===== src/rtl/pps_timer_pkg.sv =====
`default_nettype none
// ============================================================================
// Module   : pps_timer_pkg
// Brief    : Shared constants and types for the PPS NCO timer.
// Revision : 1.0  initial release
// ============================================================================
package pps_timer_pkg;

    // Selection index width and synchroniser depth
    localparam int SEL_W      = 4;
    localparam int SYNC_DEPTH = 2;

    // Configuration map entries above the increment bank
    localparam logic [4:0] ADDR_PPS_COUNT = 5'd16;
    localparam logic [4:0] ADDR_PULSE_W   = 5'd17;

    typedef logic [SEL_W-1:0] sel_t;

    // Wider of two widths, used to size the config data bus
    function automatic int max_w(input int a, input int b);
        return (a > b) ? a : b;
    endfunction

endpackage
`default_nettype wire


===== src/rtl/pps_nco_timer_if.sv =====
`default_nettype none
// ============================================================================
// Module   : pps_nco_timer_if
// Brief    : Config, selection, PPS and timestamp signals of the PPS NCO timer.
//            master = controlling side, slave = timer.
// Revision : 1.0  initial release
// ============================================================================
interface pps_nco_timer_if
    import pps_timer_pkg::*;
#(
    parameter int ACC_W = 32,
    parameter int TS_W  = 64,
    parameter int CNT_W = 32
);
    localparam int DATA_W = max_w(ACC_W, CNT_W);

    logic              wr_en;
    logic [4:0]        wr_addr;
    logic [DATA_W-1:0] wr_data;
    logic              sel_step;
    logic              sel_load;
    sel_t              sel_in;
    sel_t              incr_sel;
    logic              pps_in;
    logic              pps_pulse_out;
    logic              tick;
    logic [TS_W-1:0]   ts_data;
    logic              ts_valid;
    logic              ts_ready;
    logic              ts_overrun;
    logic              ts_overrun_clr;

    modport master (
        output wr_en, wr_addr, wr_data, sel_step, sel_load, sel_in,
               pps_in, ts_ready, ts_overrun_clr,
        input  incr_sel, pps_pulse_out, tick, ts_data, ts_valid, ts_overrun
    );

    modport slave (
        input  wr_en, wr_addr, wr_data, sel_step, sel_load, sel_in,
               pps_in, ts_ready, ts_overrun_clr,
        output incr_sel, pps_pulse_out, tick, ts_data, ts_valid, ts_overrun
    );

endinterface
`default_nettype wire


===== src/rtl/pps_edge_sync.sv =====
`default_nettype none
// ============================================================================
// Module   : pps_edge_sync
// Brief    : Synchroniser chain for the asynchronous PPS reference followed by
//            a registered single-cycle rising-edge pulse.
// Revision : 1.0  initial release
// ============================================================================
module pps_edge_sync
    import pps_timer_pkg::*;
(
    input  wire logic clk_pps,
    input  wire logic reset_pps,
    input  wire logic pps_in,
    output logic      pps_rise
);

    logic [SYNC_DEPTH-1:0] r_sync;
    logic                  r_prev;
    logic                  r_rise;

    // Shift the reference through the chain and register the rising edge
    always_ff @(posedge clk_pps) begin
        if (reset_pps) begin
            r_sync <= '0;
            r_prev <= 1'b0;
            r_rise <= 1'b0;
        end else begin
            r_sync <= {r_sync[SYNC_DEPTH-2:0], pps_in};
            r_prev <= r_sync[SYNC_DEPTH-1];
            r_rise <= r_sync[SYNC_DEPTH-1] & ~r_prev;
        end
    end

    assign pps_rise = r_rise;

endmodule
`default_nettype wire


===== src/rtl/pps_nco_timer.sv =====
`default_nettype none
// ============================================================================
// Module   : pps_nco_timer
// Brief    : NCO-driven time counter and programmable PPS generator with a
//            selectable increment bank and optional PPS timestamp capture.
//            Build option: define PPS_NCO_TS_EN to include the capture path.
// Revision : 1.0  initial release
// ============================================================================
module pps_nco_timer
    import pps_timer_pkg::*;
#(
    parameter int                ACC_W         = 32,
    parameter int                TS_W          = 64,
    parameter int unsigned       TIME_INCR     = 10,
    parameter int                NSEL          = 4,
    parameter int                CNT_W         = 32,
    parameter logic [ACC_W-1:0]  A_INCR_RST    = ACC_W'(32'h8000_0000),
    parameter logic [CNT_W-1:0]  PPS_COUNT_RST = CNT_W'(100000),
    parameter logic [CNT_W-1:0]  PULSE_W_RST   = CNT_W'(25000)
)(
    input  wire logic        clk_pps,
    input  wire logic        reset_pps,
    pps_nco_timer_if.slave   bus
);

    localparam int         IDX_W         = (NSEL > 1) ? $clog2(NSEL) : 1;
    localparam sel_t       SEL_LAST      = sel_t'(NSEL - 1);
    localparam logic [4:0] INCR_ADDR_END = 5'(NSEL);

    logic [ACC_W-1:0] r_incr [NSEL];
    logic [CNT_W-1:0] r_pps_count;
    logic [CNT_W-1:0] r_pulse_w;
    sel_t             r_sel;
    logic [ACC_W-1:0] r_acc;
    logic             r_tick;
    logic [TS_W-1:0]  r_time;
    logic [CNT_W-1:0] r_pps_ctr;
    logic             r_pps_out;

    logic [IDX_W-1:0] w_idx;
    logic [ACC_W:0]   w_sum;
    logic [CNT_W-1:0] w_cnt_eff;
    logic             w_ctr_wrap;

    assign w_idx      = r_sel[IDX_W-1:0];
    assign w_sum      = {1'b0, r_acc} + {1'b0, r_incr[w_idx]};
    // A zero period behaves as a period of one tick
    assign w_cnt_eff  = (r_pps_count == '0) ? CNT_W'(1) : r_pps_count;
    // >= so a period shrunk below the running count still wraps on the next tick
    assign w_ctr_wrap = (r_pps_ctr >= (w_cnt_eff - CNT_W'(1)));

    // Configuration writes into the increment bank and divider settings
    always_ff @(posedge clk_pps) begin
        if (reset_pps) begin
            for (int i = 0; i < NSEL; i++) begin
                r_incr[i] <= A_INCR_RST;
            end
            r_pps_count <= PPS_COUNT_RST;
            r_pulse_w   <= PULSE_W_RST;
        end else if (bus.wr_en) begin
            if (bus.wr_addr < INCR_ADDR_END) begin
                r_incr[bus.wr_addr[IDX_W-1:0]] <= bus.wr_data[ACC_W-1:0];
            end else if (bus.wr_addr == ADDR_PPS_COUNT) begin
                r_pps_count <= bus.wr_data[CNT_W-1:0];
            end else if (bus.wr_addr == ADDR_PULSE_W) begin
                r_pulse_w <= bus.wr_data[CNT_W-1:0];
            end
        end
    end

    // Increment selection: direct load has priority over stepping
    always_ff @(posedge clk_pps) begin
        if (reset_pps) begin
            r_sel <= '0;
        end else if (bus.sel_load) begin
            if (bus.sel_in <= SEL_LAST) begin
                r_sel <= bus.sel_in;
            end
        end else if (bus.sel_step) begin
            r_sel <= (r_sel == SEL_LAST) ? '0 : r_sel + sel_t'(1);
        end
    end

    // NCO accumulator; the carry out becomes the registered tick
    always_ff @(posedge clk_pps) begin
        if (reset_pps) begin
            r_acc  <= '0;
            r_tick <= 1'b0;
        end else begin
            {r_tick, r_acc} <= w_sum;
        end
    end

    // Per-tick time counter, PPS divider and pulse shaping
    always_ff @(posedge clk_pps) begin
        if (reset_pps) begin
            r_time    <= '0;
            r_pps_ctr <= '0;
            r_pps_out <= 1'b0;
        end else if (r_tick) begin
            r_time    <= r_time + TS_W'(TIME_INCR);
            r_pps_ctr <= w_ctr_wrap ? '0 : r_pps_ctr + CNT_W'(1);
            r_pps_out <= (r_pps_ctr < r_pulse_w);
        end
    end

    assign bus.incr_sel      = r_sel;
    assign bus.tick          = r_tick;
    assign bus.pps_pulse_out = r_pps_out;

`ifdef PPS_NCO_TS_EN
    logic            w_rise;
    logic [TS_W-1:0] r_ts_data;
    logic            r_ts_valid;
    logic            r_ts_overrun;

    pps_edge_sync u_edge_sync (
        .clk_pps   (clk_pps),
        .reset_pps (reset_pps),
        .pps_in    (bus.pps_in),
        .pps_rise  (w_rise)
    );

    // Timestamp holding register with valid/ready handshake and overrun flag
    always_ff @(posedge clk_pps) begin
        if (reset_pps) begin
            r_ts_data    <= '0;
            r_ts_valid   <= 1'b0;
            r_ts_overrun <= 1'b0;
        end else begin
            if (w_rise && (!r_ts_valid || bus.ts_ready)) begin
                r_ts_data  <= r_time;
                r_ts_valid <= 1'b1;
            end else if (r_ts_valid && bus.ts_ready) begin
                r_ts_valid <= 1'b0;
            end
            // A fresh overrun outranks a clear in the same cycle
            if (w_rise && r_ts_valid && !bus.ts_ready) begin
                r_ts_overrun <= 1'b1;
            end else if (bus.ts_overrun_clr) begin
                r_ts_overrun <= 1'b0;
            end
        end
    end

    assign bus.ts_data    = r_ts_data;
    assign bus.ts_valid   = r_ts_valid;
    assign bus.ts_overrun = r_ts_overrun;
`else
    logic w_unused_ts;
    assign w_unused_ts    = &{1'b0, bus.pps_in, bus.ts_ready, bus.ts_overrun_clr};
    assign bus.ts_data    = '0;
    assign bus.ts_valid   = 1'b0;
    assign bus.ts_overrun = 1'b0;
`endif

endmodule
`default_nettype wire

===== src/flat_wrapper.sv =====
// flat-port wrapper written by rule: the top's interface ports become plain ports
module pps_nco_timer_flat import pps_timer_pkg::*;
#(
    parameter int                ACC_W         = 32,
    parameter int                TS_W          = 64,
    parameter int unsigned       TIME_INCR     = 10,
    parameter int                NSEL          = 4,
    parameter int                CNT_W         = 32,
    parameter logic [ACC_W-1:0]  A_INCR_RST    = ACC_W'(32'h8000_0000),
    parameter logic [CNT_W-1:0]  PPS_COUNT_RST = CNT_W'(100000),
    parameter logic [CNT_W-1:0]  PULSE_W_RST   = CNT_W'(25000)
)
  (clk_pps, reset_pps, bus_wr_en, bus_wr_addr, bus_wr_data, bus_sel_step, bus_sel_load, bus_sel_in, bus_pps_in, bus_ts_ready, bus_ts_overrun_clr, bus_incr_sel, bus_pps_pulse_out, bus_tick, bus_ts_data, bus_ts_valid, bus_ts_overrun);
  pps_nco_timer_if #(.ACC_W(ACC_W), .TS_W(TS_W), .CNT_W(CNT_W)) bus_i ();
  input  wire logic clk_pps;
  input  wire logic reset_pps;
  input wire logic [$bits(bus_i.wr_en)-1:0] bus_wr_en;
  input wire logic [$bits(bus_i.wr_addr)-1:0] bus_wr_addr;
  input wire logic [$bits(bus_i.wr_data)-1:0] bus_wr_data;
  input wire logic [$bits(bus_i.sel_step)-1:0] bus_sel_step;
  input wire logic [$bits(bus_i.sel_load)-1:0] bus_sel_load;
  input wire logic [$bits(bus_i.sel_in)-1:0] bus_sel_in;
  input wire logic [$bits(bus_i.pps_in)-1:0] bus_pps_in;
  input wire logic [$bits(bus_i.ts_ready)-1:0] bus_ts_ready;
  input wire logic [$bits(bus_i.ts_overrun_clr)-1:0] bus_ts_overrun_clr;
  output wire logic [$bits(bus_i.incr_sel)-1:0] bus_incr_sel;
  output wire logic [$bits(bus_i.pps_pulse_out)-1:0] bus_pps_pulse_out;
  output wire logic [$bits(bus_i.tick)-1:0] bus_tick;
  output wire logic [$bits(bus_i.ts_data)-1:0] bus_ts_data;
  output wire logic [$bits(bus_i.ts_valid)-1:0] bus_ts_valid;
  output wire logic [$bits(bus_i.ts_overrun)-1:0] bus_ts_overrun;
  assign bus_i.wr_en = bus_wr_en;
  assign bus_i.wr_addr = bus_wr_addr;
  assign bus_i.wr_data = bus_wr_data;
  assign bus_i.sel_step = bus_sel_step;
  assign bus_i.sel_load = bus_sel_load;
  assign bus_i.sel_in = bus_sel_in;
  assign bus_i.pps_in = bus_pps_in;
  assign bus_i.ts_ready = bus_ts_ready;
  assign bus_i.ts_overrun_clr = bus_ts_overrun_clr;
  assign bus_incr_sel = bus_i.incr_sel;
  assign bus_pps_pulse_out = bus_i.pps_pulse_out;
  assign bus_tick = bus_i.tick;
  assign bus_ts_data = bus_i.ts_data;
  assign bus_ts_valid = bus_i.ts_valid;
  assign bus_ts_overrun = bus_i.ts_overrun;
  pps_nco_timer #(.ACC_W(ACC_W), .TS_W(TS_W), .TIME_INCR(TIME_INCR), .NSEL(NSEL), .CNT_W(CNT_W), .A_INCR_RST(A_INCR_RST), .PPS_COUNT_RST(PPS_COUNT_RST), .PULSE_W_RST(PULSE_W_RST)) u_core (.clk_pps(clk_pps), .reset_pps(reset_pps), .bus(bus_i));
endmodule

===== config.mk =====
export PLATFORM = sky130hd
export DESIGN_NAME = pps_nco_timer_flat
export DESIGN_NICKNAME = d
export VERILOG_FILES = /design/src/rtl/pps_timer_pkg.sv /design/src/rtl/pps_nco_timer_if.sv /design/src/rtl/pps_edge_sync.sv /design/src/rtl/pps_nco_timer.sv /design/src/flat_wrapper.sv
export SDC_FILE = /design/constraint.sdc
export NUM_CORES = 1
export LEC_CHECK = 0
export CAP_MARGIN = 0
export CORE_AREA = 2 2 160 319
export CTS_BUF_LIST = sky130_fd_sc_hd__clkbuf_2 sky130_fd_sc_hd__clkbuf_4 sky130_fd_sc_hd__clkbuf_8
export DETAILED_ROUTE_END_ITERATION = 12
export DIE_AREA = 0 0 162 321
export GPL_ROUTABILITY_DRIVEN = 0
export PLACE_DENSITY = 0.57
export SLEW_MARGIN = 20
export SYNTH_ARGS = -nofsm -noshare
export SYNTH_HDL_FRONTEND = slang
export SYNTH_SLANG_ARGS = --single-unit

===== constraint.sdc =====
create_clock -name clk_pps -period 4.1 [get_ports clk_pps]
set_clock_uncertainty 0.05 [all_clocks]
set_input_delay 0.615 -clock clk_pps [delete_from_list [all_inputs] [get_ports clk_pps]]
set_output_delay 0.615 -clock clk_pps [all_outputs]
set_load 0.01 [all_outputs]

# Yosys cells after proc, flatten, opt, wreduce, memory -nomap -nowiden
# Memory sizes are Yosys's and may differ from the RTL's. A register that Yosys moved wholly into a read port is not among the register bits.
# Cells that the tools add are included.
[totals]
ff_bits = 134
inputBits = 49
memories = 1
out_inout_bits = 72
elab_cells = 45
ram_bits = 128
[classes]
magnitude_cmp = 4
n_addsub = 4
eq_ne = 4
bitwise_logic = 2
reduce_logical = 6
mux = 17
[memory_table]
columns = ["memory", "depth", "width", "rd", "rd_clocked_by_memory_dff", "write_ports", "line", "source"]
rows = [
  ["u_core.r_incr", 4, 32, 1, 1, 4, "pps_nco_timer.sv:30", "logic [ACC_W-1:0] r_incr [NSEL];"],
]
[op_table]
columns = ["cell", "n"]
rows = [
  ["2-to-1 mux 32 bit", 3],
  ["adder 32 x 32 -> 33 bit", 1],
  ["adder 32 x 1 -> 32 bit (second input constant)", 1],
  ["greater-or-equal comparator 32 bit", 1],
  ["logical NOT 32 bit", 1],
  ["less-than comparator 32 bit", 1],
  ["OR reduction 32 bit", 1],
  ["subtractor 32 x 1 -> 32 bit (second input constant)", 1],
  ["2-to-1 mux 4 bit", 4],
  ["equality test 5 bit (second input constant)", 2],
  ["2-to-1 mux 1 bit", 7],
  ["2-to-1 mux 2 bit", 3],
  ["less-than comparator 5 x 3 -> 1 bit (second input constant)", 1],
  ["adder 4 x 1 -> 4 bit (second input constant)", 1],
  ["equality test 4 x 2 -> 1 bit (second input constant)", 1],
  ["<= comparator 4 x 2 -> 1 bit (second input constant)", 1],
  ["AND reduction 4 bit", 1],
  ["AND reduction 3 bit", 1],
  ["inequality test 2 x 1 -> 1 bit (second input constant)", 1],
  ["inverter 1 bit", 2],
  ["AND reduction 2 bit", 1],
  ["nonzero test 2 bit", 1],
]

# Logic depth before layout (Yosys ltp)
[depth]
ltp_word = 7
depth_mapped = 21
ltp_nobuf = 18

# Worst setup path after synthesis
# No wires, ideal clock.
[synth_path]
path_type = "register -> register"
from = "register u_core.r_pps_count[26]"
to = "register u_core.r_pps_ctr[21]"
slack_ns = -0.443
t_arrival_ns = 4.415
synth_period_minus_slack_ns = 4.543
required_ns = 3.972
setup_time_ns = 0.078
n_path_buf = 2
stages_incl_launch_ff = 21
path_cell_list = "dfxtp_1 or3_1 or4_1 nor4_1 nor2_1 ha_1 or3b_2 nor4_4 and4_4 and2b_1 nand2_1 xor2_1 ha_1 a21oi_1 nand2_1 a221o_1 a211oi_1 a21boi_1 buf_2 buf_2 nor3_1"
[synth_via]
elab_chain_cells = 5
[synth_lines]
columns = ["item", "line", "source"]
rows = [
  ["start: declaration", "pps_nco_timer.sv:31", "logic [CNT_W-1:0] r_pps_count;"],
  ["start signal: assignment", "pps_nco_timer.sv:64", "r_pps_count <= bus.wr_data[CNT_W-1:0];"],
  ["logical NOT 32 bit", "pps_nco_timer.sv:48", "assign w_cnt_eff = (r_pps_count == '0) ? CNT_W'(1) : r_pps_count;"],
  ["2-to-1 mux 32 bit *", "pps_nco_timer.sv:48", ""],
  ["subtractor 32 x 1 -> 32 bit *", "pps_nco_timer.sv:50", "assign w_ctr_wrap = (r_pps_ctr >= (w_cnt_eff - CNT_W'(1)));"],
  ["greater-or-equal comparator 32 bit *", "pps_nco_timer.sv:50", ""],
  ["2-to-1 mux 32 bit *", "pps_nco_timer.sv:102", "r_pps_ctr <= w_ctr_wrap ? '0 : r_pps_ctr + CNT_W'(1);"],
  ["end signal: assignment", "pps_nco_timer.sv:102", ""],
  ["end: declaration", "pps_nco_timer.sv:37", "logic [CNT_W-1:0] r_pps_ctr;"],
]
# Every way passes the cells marked *; elsewhere a longest branch is shown, timed or not.
# A chain may end at the register's enable or synchronous reset.

# Worst setup path after layout
[layout_path]
from = "register u_core.r_pps_count[26]"
to = "register u_core.r_pps_ctr[4]"
# Same word-level chain as after synthesis.

==> impl_metrics.py <==
metrics = {
    "run_status": {
        "outcome": "finished with violations",
        "violations": "negative setup slack",
    },
    "yosys": {
        "post-synth-top-count-cell": "nand2_1",
        "ys_async_sr_fraction_pct": 0,
        "synth_area_per_cell_um2": 9.498,
        "synth.top_cells.by_area": "edfxtp_1, dfxtp_1, ha_1, nand2_1, mux4_2",
        "syn_area_um2": 14700,
        "synth_area_leader_cell": "edfxtp_1",
        "synth_seq_area_share_pct": 44.66,
        "synthTopCellsByCount": "nand2_1, nor2_1, dfxtp_1, edfxtp_1, a21oi_1",
        "postSynthCellCount": 1548,
        "synth_top_area_share_pct": 26.14,
        "synth_seq_cells": 264,
        "synth_edf_count": 128,
        "ys.flop_type": "dfxtp_1",
        "yosysUniqueCellTypes": 68,
        "ys_warn_count": 0,
    },
    "pwr": {
        "leakagePower_nw": 6.922,
        "power_mw": 7.897,
        "p_per_area_nw_per_um2": 448.0,
        "ir_drop_v": 0.0004367,
    },
    "critical_path": {
        "worstSetupStartpointType": "flop",
        "crit_chain": "or3_4, or4_4, nor4_4, nor2_2, ha_2, or3b_4, nor4_4, and4_4, and2b_2, nand2_2, xor2_1, ha_1, nand4_1, nor4_2, buf_4, nor3b_4, a22oi_2, a21boi_4, buf_4, buf_12, nor3_2",
        "path_buf_inv": 3,
        "crit_path_top_delay_cell": "or4_4",
        "crit_type": "flop to flop",
        "crit_family": "simple AND/OR/NAND/NOR gates",
        "end_kind": "flop",
        "critPathMaxFanout": 7,
        "crit_path_max_incr_delay_ps": 450,
        "cp.required_ps": 4470,
        "arrival_ps": 4820,
    },
    "drt": {
        "via_per_inst": 4.826,
        "firstDrtPassIters": 5,
        "num_vias": 11380,
        "wl_per_cell_um": 15.89,
        "postRouteAntennaNets": 0,
        "initialDrtViolationCount": 697,
        "drc": 0,
        "finalWirelength_um": 37470,
    },
    "hold_path": {
        "worstHoldPathType": "flop to flop",
    },
    "cells_and_area": {
        "multi_input_area_um2": 7556,
        "ff_latch_area_um2": 6570,
        "final_util_pct": 35.51,
        "nets": 1821,
        "nFillCells": 5066,
        "synthToLayoutAreaGrowth_pct": 19.89,
        "drive_above_1_share_pct": 16.39,
    },
    "global_route": {
        "grt_pass1_wl_um": 59400,
        "grt_max_degree": 61,
        "grt_usage_pct": 14.38,
        "grt_pass1_vias": 11020,
        "grt_remaining_overflow": 0,
        "antenna_found_initial": 1,
    },
    "flow_run": {
        "cap_violations": 0,
    },
    "floorplan": {
        "boundaryPins": 121,
        "start_util_pct": 29.62,
        "die_w_um": 162,
        "die_y_um": 321,
        "die-area_um2": 52000,
        "core_region_area_um2": 49640,
        "num_rows": 116,
    },
    "timing": {
        "tightestPinTransition_ps": 836.5,
        "finalCriticalPeriod_ps": 4449,
        "maxSlewHeadroom_pct": 44.24,
        "setup-tns-final_ps": -9565,
        "rsz0062_at_grt": "yes",
        "fin_ws_ps": -348.8,
        "max_freq_mhz": 224.8,
        "hold_viol": 0,
        "fin_crit_sh_pct": 108.5,
        "slew_violations": 0,
        "setup_violations": 32,
    },
    "clock_tree": {
        "clk_path_buf_depth": 3,
        "worstSkewPairLatency_ps": 580,
        "cts_num_sinks": 264,
        "cts_tree": "built",
        "htreeDepth": 2,
        "cts_buffers": 45,
        "cts_root_buffer": "clkbuf_8",
        "path_clk_slew_ps": 60,
    },
    "placement": {
        "dp_hpwl_um": 26320,
        "pre_cts_ws_ps": -454.9,
        "port-buffer-count": 51,
    },
}
-- through the flow --
| step | cell area, um^2 | hold slack (ps) | std cells |
|---|---|---|---|
| finish | 17630 | 402.6 | 2358 |
| detailed placement | 16330 | 397.3 | 2263 |
| global placement | 16330 | 393.1 | 2263 |
| global route | 17630 | 420.9 | 2358 |
| floorplan | 15060 | 386.3 | 1613 |
| CTS | 17630 | 391.0 | 2360 |
-- where the power goes --
group | internal [mW] | switching [mW]
sequential | 3.00 | 0.0812
clock | 1.53 | 1.14
combinational | 0.876 | 1.27
total | 5.40 | 2.49
-- flip-flops by register name, summed over array words and instances (netlist names), named ones only --
signal	count
u_core.bus.incr_sel	4
u_core.bus.pps_pulse_out	1
u_core.bus.tick	1
u_core.r_pps_ctr	32
u_core.r_incr	128
u_core.r_pulse_w	32
u_core.r_acc	32
u_core.r_pps_count	32
-- worst min-delay path, cell delays in order (launching register included) --
cell,delay [ps]
dfxtp_1,300
nand2_1,50
a21oi_1,50
-- worst paths after layout --
| path | from | endpoint | slack (ps) | cells after the start |
|---|---|---|---|---|
| setup reg to reg | u_core.r_pps_count[26] | u_core.r_pps_ctr[4] | -350 | 21 |
| hold reg to reg | u_core.r_pulse_w[30] | u_core.r_pulse_w[30] | 400 | 2 |
| hold / removal | u_core.r_pulse_w[30] | u_core.r_pulse_w[30] | 400 | 2 |
| setup / recovery | u_core.r_pps_count[26] | u_core.r_pps_ctr[4] | -350 | 21 |
-- layer usage --
layer / share of wire, % / vias up / global-route usage [%]
met5: 0 / - / 0
met4: 2.9 / 0 / 4.897
met3: 4.8 / 73 / 2.373
met2: 49 / 271 / 24.27
met1: 44 / 5411 / 18.58
li1: - / 5625 / -
-- cell type report --
cell class / count / area share, %
antenna: 1 / 0.01420
clock buffer: 64 / 4.571
clock inverter: 18 / 1.164
inverter: 79 / 1.682
multi-input combinational: 1134 / 42.87
sequential: 264 / 37.27
tap: 649 / 4.607
timing repair buffer: 149 / 7.822
-- timing repair --
item / CTS / global route
hold buffers: 0 / 0
setup endpoints to repair: 32 / 32
gates resized for setup: 22 / 13
pin swaps: 17 / 5
buffers inserted: 12 / 3
cloned: 3 / 0
-- cells by family (layout without fill, tap and decap cells) --
| kind of cell | Yosys count | in the layout | synth area share [%] |
|---|---|---|---|
| AND/OR/NAND/NOR | 614 | 614 | 19.97 |
| flip-flops | 264 | 264 | 44.66 |
| AO/OA/AOI/OAI | 247 | 247 | 10.04 |
| buffers and inverters | 215 | 310 | 7.242 |
| adder cells (fa/ha/maj) | 99 | 99 | 8.476 |
| XOR/XNOR | 66 | 66 | 3.932 |
| multiplexers | 42 | 42 | 5.651 |
| other | 1 | 67 | 0.02551 |
-- placed cells by master, fill, tap and decap left out, types with 12 or more instances in the layout --
cell type,n
inv_1,79
and3_1,41
nor3_1,25
dfxtp_1,133
nand4_1,40
o211ai_1,14
ha_1,97
nand2b_1,12
nor2_1,138
clkbuf_4,12
clkbuf_8,52
nor2b_1,21
xor2_1,36
o21ai_0,36
edfxtp_1,128
nor3_2,27
xnor2_1,30
mux4_2,32
buf_4,88
nand2_1,214
clkdlybuf4s50_1,50
a21oi_1,124
a21o_1,16
nand3_1,26
conb_1,66
(Power assumes the default switching activity.)
